**src/rtl/dir_reg_write_ctrl.sv**
```systemverilog
// rtl/dir_reg_write_ctrl.sv - write-path sequencer shared by host port and direction autoload
//
// Ports:
//   clk, rst                 rising-edge clock, synchronous active-high reset
//   host_req/addr/sel_dir/data, host_ack
//                            host write port; request held until the ack pulse
//   init_start, init_values  autoload request and the four direction init words
//   init_busy, init_done     autoload pending/in progress, completion pulse
//   reg_addr, reg_strob, reg_choose_dir, reg_wdata
//                            single write path into the register bank decoders

module dir_reg_write_ctrl #(
   parameter int DATA_W     = 8,
   parameter int GAP_CYCLES = 1
) (
   input  logic                  clk,
   input  logic                  rst,
   input  logic                  host_req,
   input  logic [1:0]            host_addr,
   input  logic                  host_sel_dir,
   input  logic [DATA_W-1:0]     host_data,
   output logic                  host_ack,
   input  logic                  init_start,
   input  logic [4*DATA_W-1:0]   init_values,
   output logic                  init_busy,
   output logic                  init_done,
   output logic [1:0]            reg_addr,
   output logic                  reg_strob,
   output logic                  reg_choose_dir,
   output logic [DATA_W-1:0]     reg_wdata
);

   typedef enum logic [1:0] {
      IDLE    = 2'd0,
      HOST_WR = 2'd1,
      INIT_WR = 2'd2,
      GAP     = 2'd3
   } state_t;

   localparam bit         HAS_GAP  = (GAP_CYCLES > 0);
   localparam logic [3:0] GAP_LAST = (GAP_CYCLES > 0) ? 4'(GAP_CYCLES - 1) : 4'd0;

   state_t                state_q, state_d;
   logic [3:0]            gap_cnt_q, gap_cnt_d;
   logic [1:0]            idx_q, idx_d;
   logic                  init_pend_q, init_pend_d;
   logic                  init_mode_q, init_mode_d;
   logic                  init_busy_q, init_busy_d;
   logic                  done_q, done_d;
   logic [4*DATA_W-1:0]   shadow_q, shadow_d;
   logic [1:0]            reg_addr_q, reg_addr_d;
   logic                  reg_dir_q, reg_dir_d;
   logic [DATA_W-1:0]     reg_wdata_q, reg_wdata_d;

   logic [1:0]            idx_nxt;
   logic                  gap_last;

   assign idx_nxt  = idx_q + 2'd1;
   assign gap_last = (state_q == GAP) && (gap_cnt_q == GAP_LAST);

   // With a gap the completion pulse coincides with the final gap cycle;
   // without one it comes from done_q in the IDLE cycle after the 4th strobe.
   assign init_done      = (gap_last && init_mode_q && (idx_q == 2'd3)) || done_q;
   assign reg_strob      = (state_q == HOST_WR) || (state_q == INIT_WR);
   assign host_ack       = (state_q == HOST_WR);
   assign init_busy      = init_busy_q;
   assign reg_addr       = reg_addr_q;
   assign reg_choose_dir = reg_dir_q;
   assign reg_wdata      = reg_wdata_q;

   always_comb begin
      state_d     = state_q;
      gap_cnt_d   = gap_cnt_q;
      idx_d       = idx_q;
      init_pend_d = init_pend_q;
      init_mode_d = init_mode_q;
      init_busy_d = init_busy_q;
      done_d      = 1'b0;
      shadow_d    = shadow_q;
      reg_addr_d  = reg_addr_q;
      reg_dir_d   = reg_dir_q;
      reg_wdata_d = reg_wdata_q;

      if (init_done) begin
         init_busy_d = 1'b0;
      end

      // An autoload request during a host write is parked with its values
      // frozen now, so later changes on init_values cannot leak in.
      if (init_start && !init_pend_q &&
          ((state_q == HOST_WR) || ((state_q == GAP) && !init_mode_q))) begin
         init_pend_d = 1'b1;
         shadow_d    = init_values;
         init_busy_d = 1'b1;
      end

      unique case (state_q)
         IDLE: begin
            if (init_pend_q || init_start) begin
               if (!init_pend_q) begin
                  shadow_d = init_values;
               end
               idx_d       = 2'd0;
               init_mode_d = 1'b1;
               init_pend_d = 1'b0;
               init_busy_d = 1'b1;
               reg_addr_d  = 2'd0;
               reg_dir_d   = 1'b1;
               reg_wdata_d = init_pend_q ? shadow_q[DATA_W-1:0] : init_values[DATA_W-1:0];
               state_d     = INIT_WR;
            end else if (host_req) begin
               reg_addr_d  = host_addr;
               reg_dir_d   = host_sel_dir;
               reg_wdata_d = host_data;
               state_d     = HOST_WR;
            end
         end

         HOST_WR: begin
            gap_cnt_d = 4'd0;
            state_d   = HAS_GAP ? GAP : IDLE;
         end

         INIT_WR: begin
            gap_cnt_d = 4'd0;
            if (HAS_GAP) begin
               state_d = GAP;
            end else if (idx_q != 2'd3) begin
               idx_d       = idx_nxt;
               reg_addr_d  = idx_nxt;
               reg_wdata_d = shadow_q[int'(idx_nxt)*DATA_W +: DATA_W];
               state_d     = INIT_WR;
            end else begin
               init_mode_d = 1'b0;
               done_d      = 1'b1;
               state_d     = IDLE;
            end
         end

         GAP: begin
            if (gap_cnt_q == GAP_LAST) begin
               if (init_mode_q && (idx_q != 2'd3)) begin
                  idx_d       = idx_nxt;
                  reg_addr_d  = idx_nxt;
                  reg_wdata_d = shadow_q[int'(idx_nxt)*DATA_W +: DATA_W];
                  state_d     = INIT_WR;
               end else begin
                  init_mode_d = 1'b0;
                  state_d     = IDLE;
               end
            end else begin
               gap_cnt_d = gap_cnt_q + 4'd1;
            end
         end

         default: state_d = IDLE;
      endcase
   end

   always_ff @(posedge clk) begin
      if (rst) begin
         state_q     <= IDLE;
         gap_cnt_q   <= 4'd0;
         idx_q       <= 2'd0;
         init_pend_q <= 1'b0;
         init_mode_q <= 1'b0;
         init_busy_q <= 1'b0;
         done_q      <= 1'b0;
         shadow_q    <= '0;
         reg_addr_q  <= 2'd0;
         reg_dir_q   <= 1'b0;
         reg_wdata_q <= '0;
      end else begin
         state_q     <= state_d;
         gap_cnt_q   <= gap_cnt_d;
         idx_q       <= idx_d;
         init_pend_q <= init_pend_d;
         init_mode_q <= init_mode_d;
         init_busy_q <= init_busy_d;
         done_q      <= done_d;
         shadow_q    <= shadow_d;
         reg_addr_q  <= reg_addr_d;
         reg_dir_q   <= reg_dir_d;
         reg_wdata_q <= reg_wdata_d;
      end
   end

endmodule

```
**config.mk**
```make
export PLATFORM = sky130hd
export DESIGN_NAME = dir_reg_write_ctrl
export DESIGN_NICKNAME = d
export VERILOG_FILES = /design/src/rtl/dir_reg_write_ctrl.sv
export SDC_FILE = /design/constraint.sdc
export NUM_CORES = 1
export LEC_CHECK = 0
export CAP_MARGIN = 30
export CORE_AREA = 10 10 91 93
export CTS_CLUSTER_DIAMETER = 30
export DETAILED_ROUTE_END_ITERATION = 16
export DIE_AREA = 0 0 101 103
export PLACE_DENSITY = 0.71
export SLEW_MARGIN = 10
export SYNTH_ARGS = -nofsm -noshare
export SYNTH_HDL_FRONTEND = slang
export SYNTH_SLANG_ARGS = --single-unit
export TNS_END_PERCENT = 50
```
**constraint.sdc**
```tcl
create_clock -name clk -period 1.98 [get_ports clk]
set_input_delay 0.594 -clock clk [delete_from_list [all_inputs] [get_ports clk]]
set_output_delay 0.594 -clock clk [all_outputs]
set_load 0.01 [all_outputs]
```
==> out/results.ini, run 1 <==
[run_status]
status = finished clean

[global_routing]
grt_max_degree = 55
antenna_found_initial = 0
met2_usage = 0.218
grt_pass1_vias = 2486
grt_use_total = 0.145
grt-ovfl-total = 0
use_met1 = 0.201
met3_usage = 0.0416
grt_pass1_wl_um = 12400
busiest_layer = met2

[pwr]
switching_share = 0.365
p_int_mw = 2.50
vdd_drop_max_mv = 0.599
p_seq_frac = 0.378
power_frac_comb = 0.450
p_leak_nw = 1.36
powerDensity_mw_per_mm2 = 1060
power_frac_clock = 0.172
power_switching_mw = 1.44

[worst_hold_path]
min_path_type = reg -> reg

[floorplan]
chipHeight_um = 103
fp.dieW_um = 101
initial_core_util = 0.437
num_rows = 30
core_area_sq_mm = 0.00657
io_pins = 62
die-area_sq_mm = 0.0104

[sta]
tightest_slew_ns = 0.377
fin_skew_ns = 0.00362
final_max_slew_viol_count = 0
rsz0062_at_grt = yes
timing.fmax_mhz = 506
period_minus_slack_ns = 1.98
fin_ws_ns = 0.00334
finalCritPeriodShare = 0.998
max-slew-margin-rel = 0.749
hold_viol = 0
setup_viol_count_final = 0

[final_layout]
area_delta_synth_final_pct = 29.9
antenna_cells = 0
drive_above_1_share = 0.145
fill_cells = 616
final_area_sq_mm = 0.00372
final_nets = 454

[critical_path]
crit_family = simple AND/OR/NAND/NOR gates
crit_path_cell_trace = inv_2 -> ha_4 -> nor3b_4 -> and4_1 -> buf_2
critPathArrivalTime_ns = 1.38
cp_num_buf_inv = 2
startpoint_type = flop
cp.required_ns = 1.39
cp_slowest_cell = dfxtp_2
end_kind = primary output
cp_max_fo = 2
critPathKind = reg -> out
cpPeakStageDelay_ns = 0.34

[clock_network]
cts_sinks = 54
cts_inserted_buffers = 5
clock_latency_ns = 0.31
postCtsSetupBuffers = 0
root_buffer = clkbuf_8
path_clk_slew_ns = 0.10
cts_max_path_buffers = 2
htreeDepth = 2
ctsHoldBuffers = 0
cts_tree = built

[logic_synthesis]
synth_top_area_cell = dfxtp_1
synth-edff-count = 0
yosysMostFrequentCell = dfxtp_1
synthFlopType = dfxtp_1
synth.distinct_cells = 46
ys_warn_count = 0
syn-num-nets = 390
async_reset_ff_frac = 0
synthCells = 336
ys_ff_latch = 54
synth_seq_area_share = 0.377
synth_area_sq_mm = 0.00287
synthTopCellsByCount = dfxtp_1, a21oi_1, nand2_1
avgSynthCellArea_sq_um = 8.53
synthTopCellsByArea = dfxtp_1, a21oi_1, mux2i_1
netlist.area_leader.share = 0.377

[routing]
first_pass_iters = 4
routedWlPerCell_um = 15.6
drt_wl_total_um = 7510
postRouteAntennaNets = 0
vias = 2624
vias_per_cell = 5.46
drcViolationCount = 0
drtIter0Drc = 154

[placement]
port_buffers = 61
hpwlAfterDp_um = 5470
gp_congestion = 0.792
dp_worst_setup_slack_ns = -0.105
post_dp_cell_area_sq_mm = 0.00360

[flow_run]
max_cap_violations = 0

-- cell type report --
class	count	area [sq um]	share of cell area
multi-input cells	249	1590	0.428
flip-flops and latches	54	1090	0.292
repair buffers	84	822	0.221
well taps	80	100	0.0269
clock buffers	6	82.6	0.0222
inverters	6	22.5	0.00605
clock inverters	2	16.3	0.00437
-- tightest hold or removal path, delay by kind of cell, from the launching register on --
kind             cells  cell delay [ns]
AND/OR/NAND/NOR      1             0.05
flip-flops           1             0.32
AO/OA/AOI/OAI        1             0.05
-- cell families (layout without fill, tap and decap cells) --
logic type,Yosys count,count (layout),synth area share
simple gates,115,115,0.200
compound gates,102,102,0.230
mux,25,25,0.0873
fa+ha+maj,7,7,0.0305
flops,54,54,0.377
buf+inv,33,98,0.0750
-- path summary, 6_finish.rpt --
check / from / depth (start not counted) / to / slack [ns]
max: gap_cnt_q[1]$_SDFFE_PP0P_ / 5 / init_done / 0.003
min: flop / 2 / flop / 0.46
min reg2reg: flop / 2 / flop / 0.46
max reg2reg: state_q[0]$_SDFFE_PP0P_ / 7 / reg_wdata[5]$_SDFFE_PP0P_ / 0.21
-- per-stage QoR --
| stage | utilization | total power [mW] | hold slack, ns | TNS, ns | cells |
|---|---|---|---|---|---|
| global placement | 0.549 | 3.26 | 0.440 | -0.736 | 473 |
| detailed placement | 0.549 | 3.28 | 0.444 | -1.37 | 473 |
| CTS | 0.563 | 3.94 | 0.459 | -0.180 | 481 |
| floorplan | - | 2.63 | 0.431 | 0 | 336 |
| global route | 0.567 | 4.21 | 0.479 | -0.0463 | 481 |
| finish | 0.567 | 3.94 | 0.455 | 0 | 481 |
-- power groups by stage --
stage / sequential, mW / combinational (mW) / clock [mW]
2_1_floorplan: 1.52 / 1.11 / 0
3_3_place_gp: 1.50 / 1.76 / 0
3_5_place_dp: 1.51 / 1.78 / 0
4_1_cts: 1.48 / 1.77 / 0.688
5_1_grt: 1.52 / 1.96 / 0.732
6_report: 1.49 / 1.77 / 0.675
-- cells in the final DEF, fill, tap and decap left out, types with 2 or more instances in the layout --
cell type / count
nand3_1: 25
and2b_2: 4
a311oi_1: 2
dfxtp_2: 3
clkbuf_8: 6
o22ai_1: 10
a211oi_1: 14
a21oi_1: 52
o21ai_0: 5
nor3b_4: 2
buf_2: 2
nor2_1: 13
a22oi_1: 3
nand2_1: 48
inv_1: 3
nand2b_1: 3
buf_4: 19
buf_12: 4
a211oi_2: 4
inv_2: 3
clkdlybuf4s50_1: 57
mux2i_1: 25
nor3_1: 5
ha_1: 6
nor2b_1: 6
a21o_1: 2
dfxtp_1: 50
-- timing repair --
item,CTS,global route
endpoints found under the setup margin,3,5
pin swaps,0,2
gates cloned,0,0
resized for setup,5,13
-- layer usage --
layer / vias up / part of all wire
met3: 5 / 0.068
li1: 1330 / -
met5: - / 0
met2: 63 / 0.45
met4: 0 / 0.010
met1: 1226 / 0.48
No activity file was read; power rests on OpenSTA's default activity.
==> run 2, diff against run 1 <==
==> constraint.sdc (replaced) <==
create_clock -name clk -period 2 [get_ports clk]
set_input_delay 0.6 -clock clk [delete_from_list [all_inputs] [get_ports clk]]
set_output_delay 0.6 -clock clk [all_outputs]
set_load 0.01 [all_outputs]
==> run 2 against run 1 <==
  * First-iteration DRC count fell by 19%
  * Non-clock buffer count did not move
  * Global-route usage fell by 0.27 points
  * Sequential share of layout area barely moved
  * Clock power fell by 0.9%
  * Flip-flop and latch count did not move
  * Worst setup slack improved by 0.011 ns
  * Clock skew rose by 0.0056 ns
  * Sequential power barely moved
  * Core utilization barely moved
==> out/results.ini, run 2 (synthesis results as in run 1) <==
[run_status]
status = finished clean  ; unchanged

[critical_path]
cp_slowest_cell = dfxtp_2  ; unchanged
cpPeakStageDelay_ns = 0.34  ; about the same
r2r_slack_ns = 0.13  ; was 0.21 ns
crit_family = simple AND/OR/NAND/NOR gates  ; unchanged
cp_num_buf_inv = 2  ; unchanged
critPathArrivalTime_ns = 1.39  ; was 1.38 ns
crit_path_cell_trace = inv_2 -> ha_4 -> nor3b_4 -> and4_1 -> buf_2  ; unchanged
cp_max_fo = 2  ; unchanged
startpoint_type = flop  ; unchanged
critPathKind = reg -> out  ; unchanged
cp.depth = 5  ; unchanged
end_kind = primary output  ; unchanged
rr_worst_depth = 6  ; was 7
cp.required_ns = 1.40  ; was 1.39 ns

[placement]
placed_cells = 473  ; unchanged
gp_congestion = 0.792  ; about the same
port_buffers = 61  ; unchanged
hpwlAfterDp_um = 5470  ; about the same

[clock_network]
root_buffer = clkbuf_8  ; unchanged
cts_inserted_buffers = 5  ; unchanged
clock_latency_ns = 0.32  ; was 0.31 ns
path_clk_slew_ns = 0.10  ; about the same
cts_tree = built  ; unchanged
htreeDepth = 2  ; unchanged
cts_max_path_buffers = 2  ; unchanged
postCtsSetupBuffers = 0  ; unchanged
cts_sinks = 54  ; unchanged

[pwr]
switching_share = 0.365  ; about the same
p_leak_nw = 1.37  ; was 1.36 nW
powerDensity_mw_per_mm2 = 1050  ; was 1060 mW/mm^2
power_switching_mw = 1.42  ; was 1.44 mW
p_int_mw = 2.47  ; was 2.50 mW
vdd_drop_max_mv = 0.662  ; was 0.599 mV
power_frac_comb = 0.449  ; was 0.450
power_frac_clock = 0.172  ; about the same
p_seq_frac = 0.379  ; was 0.378

[sta]
max-slew-margin-rel = 0.705  ; was 0.749
fin_skew_ns = 0.00917  ; was 0.00362 ns
timing.hold.ws_ns = 0.456  ; was 0.455 ns
timing.fmax_mhz = 504
hold_viol = 0  ; unchanged
tightest_slew_ns = 0.442  ; was 0.377 ns
finalCritPeriodShare = 0.993
setup_viol_count_final = 0  ; unchanged
period_minus_slack_ns = 1.99
rsz0062_at_grt = yes  ; unchanged
final_max_slew_viol_count = 0  ; unchanged

[routing]
drt_wl_total_um = 7580  ; was 7510 um
routedWlPerCell_um = 15.8  ; was 15.6 um
postRouteAntennaNets = 0  ; unchanged
vias = 2619  ; was 2624
vias_per_cell = 5.44  ; was 5.46
drtIter0Drc = 125  ; was 154
drcViolationCount = 0  ; unchanged
first_pass_iters = 4  ; unchanged

[global_routing]
met3_usage = 0.0335  ; was 0.0416
met2_usage = 0.217  ; was 0.218
grt_pass1_vias = 2480  ; was 2486
grt-ovfl-total = 0  ; unchanged
grt_use_total = 0.143  ; was 0.145
use_met1 = 0.197  ; was 0.201
grt_max_degree = 55  ; unchanged
antenna_found_initial = 0  ; unchanged
busiest_layer = met2  ; unchanged
grt_pass1_wl_um = 12300  ; was 12400 um

[floorplan]
initial_core_util = 0.437  ; unchanged
core_area_sq_mm = 0.00657  ; unchanged
die-area_sq_mm = 0.0104  ; unchanged
io_pins = 62  ; unchanged
chipHeight_um = 103  ; unchanged
num_rows = 30  ; unchanged
fp.dieW_um = 101  ; unchanged

[final_layout]
seq_area_sq_mm = 0.00109  ; unchanged
layout_commonest_cell = clkdlybuf4s50_1  ; unchanged
final_nets = 454  ; unchanged
area_delta_synth_final_pct = 29.8  ; was 29.9%
multi_input_area_sq_mm = 0.00159  ; about the same
antenna_cells = 0  ; unchanged
mostFrequentLayoutCells = clkdlybuf4s50_1, a21oi_1, dfxtp_1  ; unchanged
drive_above_1_share = 0.142  ; was 0.145
fin_cells = 481  ; unchanged
utilization = 0.567  ; about the same
fill_cells = 629  ; was 616

[worst_hold_path]
whs_path_depth = 2  ; unchanged
min_path_type = reg -> reg  ; unchanged

[flow_run]
max_cap_violations = 0  ; unchanged

-- run 2: cell count changes in the layout (fill, tap and decap cells not counted) --
| cell | before | now |
|---|---|---|
| clkinvlp_4 | 1 | 0 |
| clkinv_4 | 0 | 2 |
| nand2b_2 | 1 | 0 |
| nand2b_1 | 3 | 4 |
| dlygate4sd2_1 | 1 | 2 |
| inv_6 | 1 | 0 |
| clkdlybuf4s15_1 | 1 | 0 |
-- run 2: worst paths after layout --
check	startpoint	to
hold reg to reg	flop	flop
setup / recovery	gap_cnt_q[1]$_SDFFE_PP0P_	init_done
setup reg to reg	state_q[0]$_SDFFE_PP0P_	reg_wdata[6]$_SDFFE_PP0P_
hold / removal	flop	flop
-- run 2: metrics by stage --
stage          setup slack [ns]  power, mW  setup TNS, ns  instance area [sq um]
6_report                 0.0141       3.89              0                   3720
3_3_place_gp            -0.0504       3.22         -0.442                   3600
3_5_place_dp            -0.0904       3.25         -0.933                   3600
5_1_grt                 -0.0378       4.16        -0.0378                   3720
4_1_cts                  -0.170       3.90         -0.170                   3700
2_1_floorplan             0.393       2.60              0                   2870
-- run 2: worst min-delay path, cell delays in order, from the launching register on --
cell and delay (ns):
dfxtp_1 0.32, nand2_1 0.05, a21oi_1 0.05
-- run 2: layout make-up --
type | count | share of cell area
well taps | 80 | 0.0269
flip-flops and latches | 54 | 0.292
multi-input cells | 249 | 0.427
inverters | 6 | 0.00605
repair buffers | 84 | 0.221
clock inverters | 2 | 0.00471
clock buffers | 6 | 0.0222
-- run 2: power groups by stage --
stage	Clock, mW	Combinational (mW)	Sequential [mW]
global route	0.728	1.93	1.50
global placement	0	1.74	1.48
detailed placement	0	1.76	1.49
floorplan	0	1.10	1.51
CTS	0.680	1.75	1.47
finish	0.669	1.75	1.47
-- run 2: what timing repair did --
action / 4_1_cts / 5_1_grt
setup endpoints to repair: 3 / 2
hold buffers: 0 / 0
pin swaps: 0 / 2
gates resized for setup: 5 / 11
-- run 2: metal layers --
metal  wire, um  up-vias
met3        545        6
li1           -     1324
met5          0        -
met2       3420       83
met4         74        0
met1       3540     1206
==> run 3, diff against run 2 <==
--- a/config.mk
+++ b/config.mk
@@ -5,11 +5,12 @@
 export SDC_FILE = /design/constraint.sdc
 export NUM_CORES = 1
 export LEC_CHECK = 0
+export ABC_AREA = 1
 export CAP_MARGIN = 30
-export CORE_AREA = 10 10 91 93
+export CORE_AREA = 10 10 92 94
 export CTS_CLUSTER_DIAMETER = 30
 export DETAILED_ROUTE_END_ITERATION = 16
-export DIE_AREA = 0 0 101 103
+export DIE_AREA = 0 0 102 104
 export PLACE_DENSITY = 0.71
 export SLEW_MARGIN = 10
 export SYNTH_ARGS = -nofsm -noshare
==> run 3 against run 2 <==
  * Sequential power increased by 16%
  * Global-route usage rose by 0.96 points
  * Routed wire length is 7.3% higher
  * Clock skew decreased by 0.0024 ns
  * First-iteration DRC count grew 56%
  * Synthesized cell count grew 39%
==> out/results.ini, run 3 <==
[sta]
setup_viol_count_final = 0  ; unchanged
tightest_slew_ns = 0.371  ; was 0.442 ns
max-slew-margin-rel = 0.752  ; was 0.705
finalCritPeriodShare = 0.960  ; was 0.993
final_max_slew_viol_count = 0  ; unchanged
fin_skew_ns = 0.00679  ; was 0.00917 ns
period_minus_slack_ns = 1.92  ; was 1.99 ns
hold_viol = 0  ; unchanged
fin_ws_ns = 0.0798  ; was 0.0141 ns
rsz0062_at_grt = no  ; was yes
timing.fmax_mhz = 521  ; was 504 MHz
timing.hold.ws_ns = 0.470  ; was 0.456 ns

[logic_synthesis]
synth_xor_area_frac = 0.00297  ; was 0
yosysMostFrequentCell = nand2_1  ; was dfxtp_1
ys_ff_latch = 54  ; unchanged
synthFlopType = dfxtp_1  ; unchanged
synth_seq_area_share = 0.367  ; was 0.377
synthTopCellsByCount = nand2_1, nand3_1, dfxtp_1  ; was dfxtp_1, a21oi_1, nand2_1
synth_area_sq_mm = 0.00295  ; was 0.00287 sq mm
synth_mux_area_frac = 0  ; was 0.0873
netlist.area_leader.share = 0.367  ; was 0.377
synth-edff-count = 0  ; unchanged
async_reset_ff_frac = 0  ; unchanged
ys_warn_count = 0  ; unchanged
avgSynthCellArea_sq_um = 6.30  ; was 8.53 sq um
synth-simple-area-share = 0.385  ; was 0.200
synthTopCellsByArea = dfxtp_1, nand2_1, nand3_1  ; was dfxtp_1, a21oi_1, mux2i_1
synth_compound_area_frac = 0.118  ; was 0.230
synth.distinct_cells = 25  ; was 46
synthAdderAreaFrac = 0.0297  ; was 0.0305
synth_top_area_cell = dfxtp_1  ; unchanged
synth_top_family_by_area = simple AND/OR/NAND/NOR gates  ; was compound AO/OA/AOI/OAI gates
syn-num-nets = 522  ; was 390
synthCells = 468  ; was 336

[pwr]
power_mw = 5.25  ; was 3.89 mW
p_leak_nw = 1.83  ; was 1.37 nW
vdd_drop_max_mv = 0.467  ; was 0.662 mV
powerDensity_mw_per_mm2 = 1370  ; was 1050 mW/mm^2

[floorplan]
core_area_sq_mm = 0.00668  ; was 0.00657 sq mm
num_rows = 30  ; unchanged
fp.dieW_um = 102  ; was 101 um
chipHeight_um = 104  ; was 103 um
initial_core_util = 0.441  ; was 0.437
io_pins = 62  ; unchanged
die-area_sq_mm = 0.0106  ; was 0.0104 sq mm

[worst_hold_path]
min_path_type = reg -> reg  ; unchanged
whs_endpoint = gap_cnt_q[0]$_SDFFE_PP0P_
whs_path_depth = 1  ; was 2
hp-start = gap_cnt_q[0]$_SDFFE_PP0P_

[clock_network]
clock_latency_ns = 0.31  ; was 0.32 ns
postCtsSetupBuffers = 0  ; unchanged
htreeDepth = 2  ; unchanged
cts_sinks = 54  ; unchanged
root_buffer = clkbuf_8  ; unchanged
path_clk_slew_ns = 0.10  ; about the same
cts_max_path_buffers = 2  ; unchanged
cts_tree = built  ; unchanged
cts_inserted_buffers = 5  ; unchanged

[placement]
dp_worst_setup_slack_ns = -0.0801  ; was -0.0904 ns
placed_cells = 604  ; was 473
gp_congestion = 0.841  ; was 0.792
hpwlAfterDp_um = 6190  ; was 5470 um
port_buffers = 61  ; unchanged

[critical_path]
critPathArrivalTime_ns = 1.32  ; was 1.39 ns
startpoint_type = flop  ; unchanged
r2r_slack_ns = 0.32  ; was 0.13 ns
critPathKind = reg -> out  ; unchanged
rr_worst_depth = 9  ; was 6
end_kind = primary output  ; unchanged
r2r_start = state_q[0]$_SDFFE_PP0P_  ; unchanged
cp.required_ns = 1.40  ; about the same
cp_max_fo = 4  ; was 2

[global_routing]
antenna_found_initial = 0  ; unchanged
grt_use_total = 0.152  ; was 0.143
grt_pass1_wl_um = 13500  ; was 12300 um
grt-ovfl-total = 0  ; unchanged
grt_max_degree = 48  ; was 55
grt_pass1_vias = 2936  ; was 2480

[final_layout]
fin_cells = 612  ; was 481
fill_cells = 693  ; was 629
utilization = 0.575  ; was 0.567
final_nets = 585  ; was 454
area_delta_synth_final_pct = 30.3  ; was 29.8%
antenna_cells = 0  ; unchanged
drive_above_1_share = 0.0733  ; was 0.142
mostFrequentLayoutCells = nand2_1, nand3_1, clkdlybuf4s50_1  ; was clkdlybuf4s50_1, a21oi_1, dfxtp_1
layout_commonest_cell = nand2_1  ; was clkdlybuf4s50_1

[routing]
routedWlPerCell_um = 13.3  ; was 15.8 um
drcViolationCount = 0  ; unchanged
first_pass_iters = 4  ; unchanged
vias_per_cell = 5.04  ; was 5.44
postRouteAntennaNets = 0  ; unchanged
drt_wl_total_um = 8130  ; was 7580 um
drtIter0Drc = 195  ; was 125
vias = 3085  ; was 2619

[flow_run]
max_cap_violations = 0  ; unchanged

[run_status]
status = finished clean  ; unchanged

-- run 3: changes by cell type after synthesis, sizes merged, moves of 10 or more --
cell	before	now
nand2	48	158
nand3	25	63
inv	6	35
o21ai	5	32
mux2i	25	0
nor2	13	38
a21oi	53	35
a211oi	18	1
o22ai	10	0
-- run 3: cell type report --
type                    count  area (sq um)  share of cell area
multi-input cells         348          1580               0.412
well taps                  80           100              0.0261
clock inverters             2          37.5             0.00977
flip-flops and latches     54          1090               0.283
repair buffers             85           826               0.215
inverters                  37           139              0.0361
clock buffers               6          72.6              0.0189
-- run 3: worst max-delay path by stage --
stage	end	depth (start not counted)	slack (ns)	from
2_1_floorplan	reg_addr[0]$_SDFFE_PP0P_	8	0.47	init_start
3_3_place_gp	flop	8	0.0005	init_start
3_5_place_dp	flop	8	-0.08	init_start
4_1_cts	init_done	5	0.03	gap_cnt_q[1]$_SDFFE_PP0P_
5_1_grt	init_done	4	0.01	state_q[1]$_SDFFE_PP0P_
6_report	reg_strob	3	0.08	state_q[1]$_SDFFE_PP0P_
-- run 3: cell families after synthesis --
group / Yosys count
buffers and inverters: 66
AO/OA/AOI/OAI: 69
adder cells (fa/ha/maj): 7
AND/OR/NAND/NOR: 271
flip-flops: 54
XOR/XNOR: 1
-- run 3: metrics by stage --
stage                     TNS, ns  instance area, sq um
final                           0                  3840
after global routing            0                  3840
after CTS                       0                  3840
after detailed placement    -1.10                  3730
after global placement          0                  3730
after floorplan                 0                  2950
-- run 3: where the power goes --
part	switching [mW]	total, mW	internal (mW)
Combinational	1.62	2.82	1.19
Clock	0.357	0.731	0.374
Sequential	0.226	1.71	1.48
Total	2.21	5.25	3.04
-- run 3: what timing repair did --
item                                    4_1_cts  5_1_grt
gates cloned                                  0        0
gates resized for setup                       6        2
hold buffers                                  0        0
pin swaps                                     0        0
endpoints found under the setup margin        3        1
-- run 3: critical path, cell delays in order (launching register included) --
cell           delay (ns)
dfxtp_2              0.37
inv_1                0.06
ha_1                 0.28
dlygate4sd2_1        0.29
-- run 3: layer usage --
layer | GRT usage | share of wire | vias up
li1 | - | - | 1631
met1 | 0.183 | 0.45 | 1382
met2 | 0.262 | 0.49 | 60
met3 | 0.0306 | 0.042 | 12
met4 | 0.0454 | 0.016 | 0
met5 | 0 | 0 | -
